## src/rtl/cache_fill_controller_if.sv

```systemverilog
// CPU load port, cache and word-wide memory signals seen by the fill controller.
// master = controller side, slave = CPU/cache/memory side.
interface cache_fill_controller_if #(
   parameter int unsigned ADDR_W = 16,
   parameter int unsigned WORD_W = 32,
   parameter int unsigned CNT_W  = 16
);
   logic                  cpu_req;
   logic [ADDR_W-1:0]     cpu_adr;
   logic                  cpu_busy;
   logic                  cpu_ready;
   logic [WORD_W-1:0]     cpu_data;
   logic [ADDR_W-1:0]     cache_adr;
   logic                  cache_hit;
   logic [WORD_W-1:0]     cache_rdata;
   logic                  cache_write;
   logic [4*WORD_W-1:0]   cache_wblock;
   logic                  mem_req;
   logic [ADDR_W-1:0]     mem_adr;
   logic                  mem_ready;
   logic [WORD_W-1:0]     mem_data;
   logic [CNT_W-1:0]      hit_count;
   logic [CNT_W-1:0]      miss_count;

   modport master (
      input  cpu_req, cpu_adr, cache_hit, cache_rdata, mem_ready, mem_data,
      output cpu_busy, cpu_ready, cpu_data, cache_adr, cache_write, cache_wblock,
             mem_req, mem_adr, hit_count, miss_count
   );

   modport slave (
      output cpu_req, cpu_adr, cache_hit, cache_rdata, mem_ready, mem_data,
      input  cpu_busy, cpu_ready, cpu_data, cache_adr, cache_write, cache_wblock,
             mem_req, mem_adr, hit_count, miss_count
   );
endinterface

```

## src/rtl/cache_fill_controller.sv

```systemverilog
// Direct-mapped cache lookup with 4-word block refill from word-wide memory
// and saturating hit/miss counters.
module cache_fill_controller #(
   parameter int unsigned ADDR_W = 16,
   parameter int unsigned WORD_W = 32,
   parameter int unsigned CNT_W  = 16
) (
   input logic                    clk,
   input logic                    rst,
   cache_fill_controller_if.master bus
);

   typedef enum logic [1:0] {StIdle, StLookup, StFill, StWrite} state_e;

   state_e                   state_q, state_d;
   logic [ADDR_W-1:0]        adr_q, adr_d;
   logic [1:0]               fill_cnt_q, fill_cnt_d;
   logic [3:0][WORD_W-1:0]   fill_buf_q, fill_buf_d;
   logic                     cpu_ready_q, cpu_ready_d;
   logic [WORD_W-1:0]        cpu_data_q, cpu_data_d;
   logic [CNT_W-1:0]         hit_q, hit_d;
   logic [CNT_W-1:0]         miss_q, miss_d;

   always_ff @(posedge clk) begin
      if (rst) begin
         state_q     <= StIdle;
         adr_q       <= '0;
         fill_cnt_q  <= '0;
         fill_buf_q  <= '0;
         cpu_ready_q <= 1'b0;
         cpu_data_q  <= '0;
         hit_q       <= '0;
         miss_q      <= '0;
      end else begin
         state_q     <= state_d;
         adr_q       <= adr_d;
         fill_cnt_q  <= fill_cnt_d;
         fill_buf_q  <= fill_buf_d;
         cpu_ready_q <= cpu_ready_d;
         cpu_data_q  <= cpu_data_d;
         hit_q       <= hit_d;
         miss_q      <= miss_d;
      end
   end

   always_comb begin
      state_d     = state_q;
      adr_d       = adr_q;
      fill_cnt_d  = fill_cnt_q;
      fill_buf_d  = fill_buf_q;
      cpu_ready_d = 1'b0;
      cpu_data_d  = cpu_data_q;
      hit_d       = hit_q;
      miss_d      = miss_q;
      case (state_q)
         StIdle: begin
            if (bus.cpu_req) begin
               adr_d   = bus.cpu_adr;
               state_d = StLookup;
            end
         end
         StLookup: begin
            if (bus.cache_hit) begin
               cpu_data_d  = bus.cache_rdata;
               cpu_ready_d = 1'b1;
               if (hit_q != '1) hit_d = hit_q + 1'b1;
               state_d     = StIdle;
            end else begin
               if (miss_q != '1) miss_d = miss_q + 1'b1;
               fill_cnt_d = 2'd0;
               state_d    = StFill;
            end
         end
         StFill: begin
            // Fill is always in order from word 0; the requested word is picked in StWrite.
            if (bus.mem_ready) begin
               fill_buf_d[fill_cnt_q] = bus.mem_data;
               if (fill_cnt_q == 2'd3) state_d = StWrite;
               else fill_cnt_d = fill_cnt_q + 2'd1;
            end
         end
         StWrite: begin
            cpu_data_d  = fill_buf_q[adr_q[1:0]];
            cpu_ready_d = 1'b1;
            state_d     = StIdle;
         end
         default: state_d = StIdle;
      endcase
   end

   assign bus.cpu_busy     = (state_q != StIdle);
   assign bus.cpu_ready    = cpu_ready_q;
   assign bus.cpu_data     = cpu_data_q;
   assign bus.cache_adr    = adr_q;
   assign bus.cache_write  = (state_q == StWrite);
   assign bus.cache_wblock = fill_buf_q;
   assign bus.mem_req      = (state_q == StFill);
   assign bus.mem_adr      = {adr_q[ADDR_W-1:2], fill_cnt_q};
   assign bus.hit_count    = hit_q;
   assign bus.miss_count   = miss_q;

endmodule

```

## src/flat_wrapper.sv

```systemverilog
// flat-port wrapper written by rule: the top's interface ports become plain ports
module cache_fill_controller_flat 
#(
   parameter int unsigned ADDR_W = 16,
   parameter int unsigned WORD_W = 32,
   parameter int unsigned CNT_W  = 16
)
  (clk, rst, bus_cpu_req, bus_cpu_adr, bus_cache_hit, bus_cache_rdata, bus_mem_ready, bus_mem_data, bus_cpu_busy, bus_cpu_ready, bus_cpu_data, bus_cache_adr, bus_cache_write, bus_cache_wblock, bus_mem_req, bus_mem_adr, bus_hit_count, bus_miss_count);
  cache_fill_controller_if #(.ADDR_W(ADDR_W), .WORD_W(WORD_W), .CNT_W(CNT_W)) bus_i ();
  input logic clk;
  input logic rst;
  input wire logic [$bits(bus_i.cpu_req)-1:0] bus_cpu_req;
  input wire logic [$bits(bus_i.cpu_adr)-1:0] bus_cpu_adr;
  input wire logic [$bits(bus_i.cache_hit)-1:0] bus_cache_hit;
  input wire logic [$bits(bus_i.cache_rdata)-1:0] bus_cache_rdata;
  input wire logic [$bits(bus_i.mem_ready)-1:0] bus_mem_ready;
  input wire logic [$bits(bus_i.mem_data)-1:0] bus_mem_data;
  output wire logic [$bits(bus_i.cpu_busy)-1:0] bus_cpu_busy;
  output wire logic [$bits(bus_i.cpu_ready)-1:0] bus_cpu_ready;
  output wire logic [$bits(bus_i.cpu_data)-1:0] bus_cpu_data;
  output wire logic [$bits(bus_i.cache_adr)-1:0] bus_cache_adr;
  output wire logic [$bits(bus_i.cache_write)-1:0] bus_cache_write;
  output wire logic [$bits(bus_i.cache_wblock)-1:0] bus_cache_wblock;
  output wire logic [$bits(bus_i.mem_req)-1:0] bus_mem_req;
  output wire logic [$bits(bus_i.mem_adr)-1:0] bus_mem_adr;
  output wire logic [$bits(bus_i.hit_count)-1:0] bus_hit_count;
  output wire logic [$bits(bus_i.miss_count)-1:0] bus_miss_count;
  assign bus_i.cpu_req = bus_cpu_req;
  assign bus_i.cpu_adr = bus_cpu_adr;
  assign bus_i.cache_hit = bus_cache_hit;
  assign bus_i.cache_rdata = bus_cache_rdata;
  assign bus_i.mem_ready = bus_mem_ready;
  assign bus_i.mem_data = bus_mem_data;
  assign bus_cpu_busy = bus_i.cpu_busy;
  assign bus_cpu_ready = bus_i.cpu_ready;
  assign bus_cpu_data = bus_i.cpu_data;
  assign bus_cache_adr = bus_i.cache_adr;
  assign bus_cache_write = bus_i.cache_write;
  assign bus_cache_wblock = bus_i.cache_wblock;
  assign bus_mem_req = bus_i.mem_req;
  assign bus_mem_adr = bus_i.mem_adr;
  assign bus_hit_count = bus_i.hit_count;
  assign bus_miss_count = bus_i.miss_count;
  cache_fill_controller #(.ADDR_W(ADDR_W), .WORD_W(WORD_W), .CNT_W(CNT_W)) u_core (.clk(clk), .rst(rst), .bus(bus_i));
endmodule
```

## config.mk

```make
export PLATFORM = sky130hd
export DESIGN_NAME = cache_fill_controller_flat
export DESIGN_NICKNAME = d
export VERILOG_FILES = /design/src/rtl/cache_fill_controller_if.sv /design/src/rtl/cache_fill_controller.sv /design/src/flat_wrapper.sv
export SDC_FILE = /design/constraint.sdc
export NUM_CORES = 1
export LEC_CHECK = 0
export ABC_AREA = 1
export ABC_CLOCK_PERIOD_IN_PS = 1500
export BUFFER_PORTS_ARGS = -buffer_cell sky130_fd_sc_hd__buf_2
export CORE_AREA = 2 2 147 149
export DETAILED_ROUTE_END_ITERATION = 8
export DIE_AREA = 0 0 149 151
export GPL_TIMING_DRIVEN = 0
export PLACE_DENSITY = 0.75
export SETUP_SLACK_MARGIN = 0.05
export SLEW_MARGIN = 15
export SYNTH_ARGS = -nofsm -noshare
export SYNTH_HDL_FRONTEND = slang
export SYNTH_SLANG_ARGS = --single-unit
export TNS_END_PERCENT = 1
```

## constraint.sdc

```tcl
create_clock -name clk -period 1.5 [get_ports clk]
set_input_delay 0.15 -clock clk [delete_from_list [all_inputs] [get_ports clk]]
set_output_delay 0.15 -clock clk [all_outputs]
set_load 0.02 [all_outputs]
```

==> results of run 1 <==
==> worst paths after layout <==
kind,start,endpoint
max,flip-flop,u_core.bus.cache_wblock[127]
max reg2reg,flip-flop,u_core.bus.cache_wblock[127]
min reg2reg,u_core.bus.cache_wblock[51],u_core.bus.cache_wblock[51]
min,bus_cache_rdata[13],u_core.bus.cpu_data[13]
==> where the power goes <==
group          switching [W]  leakage [nW]  total, W  internal (W)
registers           0.000152          1.73   0.00600       0.00585
logic                0.00159          3.87   0.00255      0.000962
clock network        0.00238         0.403   0.00619       0.00381
total                0.00412          6.01    0.0147        0.0106
==> critical path, delay by kind of cell (launching register included) <==
family | cells | cell delay, ns
buffers and inverters | 5 | 0.56
DFF | 1 | 0.39
AOI/OAI and AO/OA | 1 | 0.19
and+or+nand+nor | 3 | 0.32
==> cells by family (layout without fill, tap and decap cells) <==
kind of cell / count (synthesis) / after routing / synth area share (%)
compound gates: 436 / 436 / 23.2
xor+xnor: 2 / 2 / 0.186
fa+ha+maj: 6 / 6 / 0.797
buf+inv: 183 / 634 / 8.32
flops: 213 / 213 / 45.3
other cells: 0 / 1 / 0
simple gates: 501 / 501 / 22.2
==> synthesized netlist by cell type (2+ instances only) <==
| library cell | n |
|---|---|
| nor3_1 | 8 |
| nor2_2 | 2 |
| nor2_4 | 2 |
| inv_1 | 69 |
| o21ai_0 | 214 |
| buf_2 | 16 |
| buf_1 | 6 |
| xor2_1 | 2 |
| clkbuf_1 | 67 |
| nand2_1 | 211 |
| nand3_1 | 124 |
| nand4_1 | 6 |
| dfxtp_1 | 213 |
| clkinv_1 | 2 |
| inv_2 | 2 |
| o21ai_1 | 5 |
| buf_4 | 20 |
| nor2_1 | 145 |
| a21oi_1 | 216 |
| ha_1 | 6 |
==> registers in the layout, indices dropped and copies added (netlist names), named ones only <==
name                     count
u_core.bus.cache_adr        16
u_core.bus.cache_wblock    128
u_core.bus.cpu_data         32
u_core.bus.cpu_ready         1
u_core.bus.hit_count        16
u_core.bus.miss_count       16
u_core.fill_cnt_q            2
u_core.state_q               1
==> per-stage QoR <==
stage                     std cells  cell area [um2]  TNS, ns  hold WS [ns]  setup slack (ns)
after floorplan                1341             9430        0         0.314           0.00162
after global placement         1927            11300   -44.17         0.400            -0.507
after detailed placement       1927            11300   -50.54         0.410            -0.571
after CTS                      2054            13400   -0.926        0.0138           -0.0583
after global routing           2067            14200    -5.63        0.0368            -0.113
final                          2068            14200  -0.0698        0.0173           -0.0626
==> what timing repair did <==
action                                 in CTS  in global routing
pin swaps                                  11                 75
hold buffers                               79                  0
setup endpoints to repair                 204                207
endpoints found under the hold margin     170                  0
resized for setup                         149                211
setup buffers                              10                  8
cloned                                      0                  6
==> area by class of cell <==
type | count | share of cell area (%)
Buffer | 108 | 6.27
Inverter | 73 | 2.08
Sequential cell | 213 | 30.2
Clock inverter | 11 | 1.27
Tap cell | 275 | 2.42
Clock buffer | 29 | 4.41
Timing Repair Buffer | 413 | 18.7
Multi-Input combinational cell | 945 | 34.6
Antenna cell | 1 | 0.0176
==> layer usage <==
| metal | track usage (%) | part of all wire [%] | up-vias |
|---|---|---|---|
| met3 | 6.14 | 9.6 | 91 |
| met5 | 0 | 0 | - |
| li1 | - | - | 5369 |
| met2 | 54.0 | 48 | 653 |
| met1 | 40.1 | 39 | 5272 |
| met4 | 9.52 | 2.9 | 0 |
==> results.py, run 1 <==
metrics = {
    "timing": {
        "finClkSkew_ns": 0.00644,
        "grt_setup_unrepaired": "true",
        "max_freq_mhz": 640,
        "fin_ws_ns": -0.0626,
        "period_needed_ns": 1.56,
        "hold_violations": 0,
        "tightest_slew_ns": 0.819,
        "setup_violations": 3,
        "relSlewSlack_pct": 45.4,
        "drv_slew": 0,
        "finalCritPeriodShare_pct": 104,
    },
    "finish": {
        "final_nets": 1868,
        "fillers": 1746,
        "final_cell_mix": "buf_2, nand2_1, dfxtp_1",
        "final_util_pct": 68.4,
        "multiInputGateArea_um2": 4930,
        "drive_above_1_share_pct": 33.5,
        "final_common_cell": "buf_2",
        "syn_to_final_growth_pct": 51.2,
        "seqCellArea_um2": 4300,
    },
    "setup_path": {
        "worst_ep_arrival_time_ns": 1.99,
        "cp_cell_sequence": "inv_4, nor2_4, inv_2, nor2_4, buf_12, buf_6, buf_8, nand3_1, a21oi_1",
        "reg2reg_slack_ns": -0.06,
        "required_ns": 1.92,
        "cpMostUsedCell": "nor2_4",
        "r2r_cells": 9,
        "crit_path_start_kind": "flip-flop",
        "crit_path_end_kind": "flip-flop",
        "max_stage_delay_ns": 0.39,
        "cp_slowest_cell": "dfxtp_4",
        "worstPathMaxFanout": 10,
        "critical_path_class": "reg -> reg",
    },
    "drt": {
        "drtIter0Drc": 950,
        "avgRoutedWirePerCell_um": 18.4,
        "via_per_inst": 5.51,
        "dr_total_vias": 11385,
        "ant_nets": 0,
        "totalWireLength_mm": 38.1,
        "drtPass1Iterations": 5,
        "drc": 0,
    },
    "synthesis": {
        "netlist_top_cells_area": "dfxtp_1, a21oi_1, o21ai_0, nand2_1, nand3_1",
        "synth_cells": 1341,
        "yosys_register_bits": 213,
        "syn_nets": 1432,
        "synth_ff_type": "dfxtp_1",
        "synth_edf_count": 0,
        "syn_area_um2": 9410,
        "synthArstFlopShare_pct": 0,
        "postSynthAreaPerCell_um2": 7.02,
        "ys_seq_area_share_pct": 45.3,
        "synth_top_area_share_pct": 45.3,
        "synth_cell_type_count": 25,
        "yosysTopAreaCell": "dfxtp_1",
        "yosysWarnings": 0,
    },
    "worst_hold_path": {
        "hold_path_class": "in -> reg",
        "holdPathStages": 3,
    },
    "grt": {
        "grt_first_pass_wirelength_mm": 55.9,
        "grt_antenna_before_repair": 0,
        "grt-ovfl-total": 0,
        "grt_pass1_vias": 10407,
        "grt_use_total_pct": 31.4,
        "grt_max_degree": 14,
    },
    "cts": {
        "cts-buffers-inserted": 23,
        "clk_pin_slew_ns": 0.06,
        "cts_tree": "done",
        "cts.sinks": 213,
        "clk_latency_ns": 0.51,
        "cts_root_buffer": "clkbuf_16",
        "htreeDepth": 1,
        "cts.path.max_buffers": 3,
    },
    "die": {
        "core-area_um2": 20800,
        "die_y_um": 151,
        "start_util_pct": 45.2,
        "dieArea_um2": 22500,
        "die_w_um": 149,
        "io_pins": 313,
        "rows": 53,
    },
    "power": {
        "power_density_nw_per_um2": 1040,
        "peakVddDrop_mv": 0.670,
        "p_leak_nw": 6.01,
        "total_power_w": 0.0147,
    },
    "outcome": {
        "status": "finished with violations",
        "violations": "setup timing",
    },
    "run": {
        "maxCapViolations": 0,
    },
    "place": {
        "gp_congestion": 0.949,
        "dp_hpwl_mm": 26.2,
        "port_buffers": 311,
    },
}
Power figures use the tool's default switching activity.
==> run 2: changes to the inputs <==
REMOVE_ABC_BUFFERS = 1   (was default)
==> run 2 against run 1 <==
The run still ends with setup timing left. Clock power fell by 2%. Maximum frequency shrank 6.2%. Utilization barely moved. Sequential share of layout area rose by 0.075 points. Design area barely moved. Via count increased by 2.8%. Combinational power grew 8%. Wire length grew 8.4%. Critical path type is now reg -> out. Global-route usage is 1.7 points higher.
==> results.py, run 2 (same netlist as run 1, synthesis figures left out) <==
metrics = {
    "drt": {
        "dr_total_vias": 11709,
        "ant_nets": 0,
        "drtPass1Iterations": 5,
        "totalWireLength_mm": 41.3,
        "drc": 0,
        "drtIter0Drc": 1168,
        "avgRoutedWirePerCell_um": 20.4,
        "via_per_inst": 5.79,
    },
    "timing": {
        "max_freq_mhz": 600,
        "finClkSkew_ns": 0.0231,
        "finalCritPeriodShare_pct": 111,
        "holdWs_ns": 0.0215,
        "fin_ws_ns": -0.165,
        "setup_violations": 147,
        "drv_slew": 0,
        "hold_violations": 0,
        "period_needed_ns": 1.67,
        "tightest_slew_ns": 0.659,
        "grt_setup_unrepaired": "true",
        "relSlewSlack_pct": 56.1,
    },
    "place": {
        "gp_congestion": 0.907,
        "port_buffers": 312,
        "dp_hpwl_mm": 21.0,
    },
    "run": {
        "maxCapViolations": 0,
    },
    "finish": {
        "largest_register_ffs": 128,
        "final_common_cell": "buf_2",
        "final_util_pct": 68.3,
        "final_nets": 1823,
        "drive_above_1_share_pct": 31.2,
        "final_cell_mix": "buf_2, a21oi_1, nand2_1, dfxtp_1, o21ai_0",
        "syn_to_final_growth_pct": 51.1,
        "num_antenna_cells": 0,
    },
    "cts": {
        "htreeDepth": 1,
        "cts.path.max_buffers": 3,
        "cts_root_buffer": "clkbuf_16",
        "clk_latency_ns": 0.52,
        "cts-buffers-inserted": 24,
        "cts.sinks": 213,
        "cts_tree": "done",
        "clk_pin_slew_ns": 0.06,
    },
    "worst_hold_path": {
        "hold_path_class": "in -> reg",
    },
    "setup_path": {
        "required_ns": 1.35,
        "worstPathMaxFanout": 3,
        "worst_ep_arrival_time_ns": 1.52,
        "critical_path_class": "reg -> out",
        "crit_path_end_kind": "primary output",
        "crit_path_start_kind": "flip-flop",
    },
    "grt": {
        "grt_first_pass_wirelength_mm": 58.5,
        "grt_use_total_pct": 33.1,
        "grt_antenna_before_repair": 0,
        "grt_pass1_vias": 10695,
        "grt_max_degree": 60,
        "grt-ovfl-total": 0,
    },
    "die": {
        "io_pins": 313,
        "dieArea_um2": 22500,
        "die_y_um": 151,
        "start_util_pct": 45.2,
        "die_w_um": 149,
        "core-area_um2": 20800,
        "rows": 53,
    },
    "outcome": {
        "violations": "setup timing",
        "status": "finished with violations",
    },
    "power": {
        "power_density_nw_per_um2": 1040,
        "peakVddDrop_mv": 0.730,
        "p_leak_nw": 5.96,
    },
}
==> run 2: worst paths after layout <==
check,startpoint,to,slack (ns),cells after the start
worst min register to register,u_core.bus.cache_wblock[43],u_core.bus.cache_wblock[43],0.47,2
worst max-delay path,flip-flop,bus_cpu_busy,-0.17,4
worst min-delay path,bus_cache_rdata[26],u_core.bus.cpu_data[26],0.02,3
worst max register to register,flip-flop,u_core.bus.cpu_data[13],-0.12,9
==> run 2: metal layers <==
metal	vias up	GRT usage, %	routed length (um)
met4	0	16.3	2050
met3	167	7.38	4540
met5	-	0	0
li1	5297	-	-
met2	820	55.4	19600
met1	5425	40.3	15200
==> run 2: critical path, stage by stage (launching register included) <==
cell and delay (ns):
dfxtp_4 0.37, buf_4 0.14, nor2_2 0.19, inv_1 0.12, buf_2 0.17
==> run 2: report_power, final <==
| part | internal (W) | leakage [nW] | switching [W] | total [W] |
|---|---|---|---|---|
| Sequential | 0.00586 | 1.73 | 0.000183 | 0.00604 |
| Combinational | 0.00106 | 3.83 | 0.00169 | 0.00275 |
| Clock | 0.00361 | 0.402 | 0.00244 | 0.00605 |
| Total | 0.0105 | 5.96 | 0.00432 | 0.0148 |
==> run 2: timing repair <==
action | in CTS | in global routing
cloned | 12 | 5
resized for setup | 114 | 102
buffers inserted | 36 | 18
hold buffers | 79 | 0
pin swaps | 31 | 34
hold endpoints to repair | 173 | 0
setup endpoints to repair | 215 | 214
==> run 2: layout make-up <==
| class | count | area (um2) |
|---|---|---|
| clock inverter | 5 | 53.8 |
| timing repair inverter | 2 | 23.8 |
| sequential | 213 | 4310 |
| inverter | 73 | 330 |
| fill | 1622 | 6600 |
| timing repair buffer | 467 | 3490 |
| multi-input combinational | 951 | 4930 |
| clock buffer | 38 | 754 |
| tap | 275 | 344 |
==> run 2: per-stage QoR <==
stage / setup TNS (ns) / instances / cell area (um2) / worst slack, ns / total power (W)
6_report: -10.60 / 2024 / 14200 / -0.165 / 0.0148
5_1_grt: -19.21 / 2024 / 14200 / -0.186 / 0.0153
4_1_cts: -7.33 / 2001 / 13700 / -0.0972 / 0.0146
3_5_place_dp: -177.92 / 1831 / 11200 / -1.73 / 0.00808
3_3_place_gp: -632.21 / 1818 / 10800 / -3.45 / 0.00793
2_1_floorplan: -251.10 / 1231 / 8900 / -1.63 / 0.00716
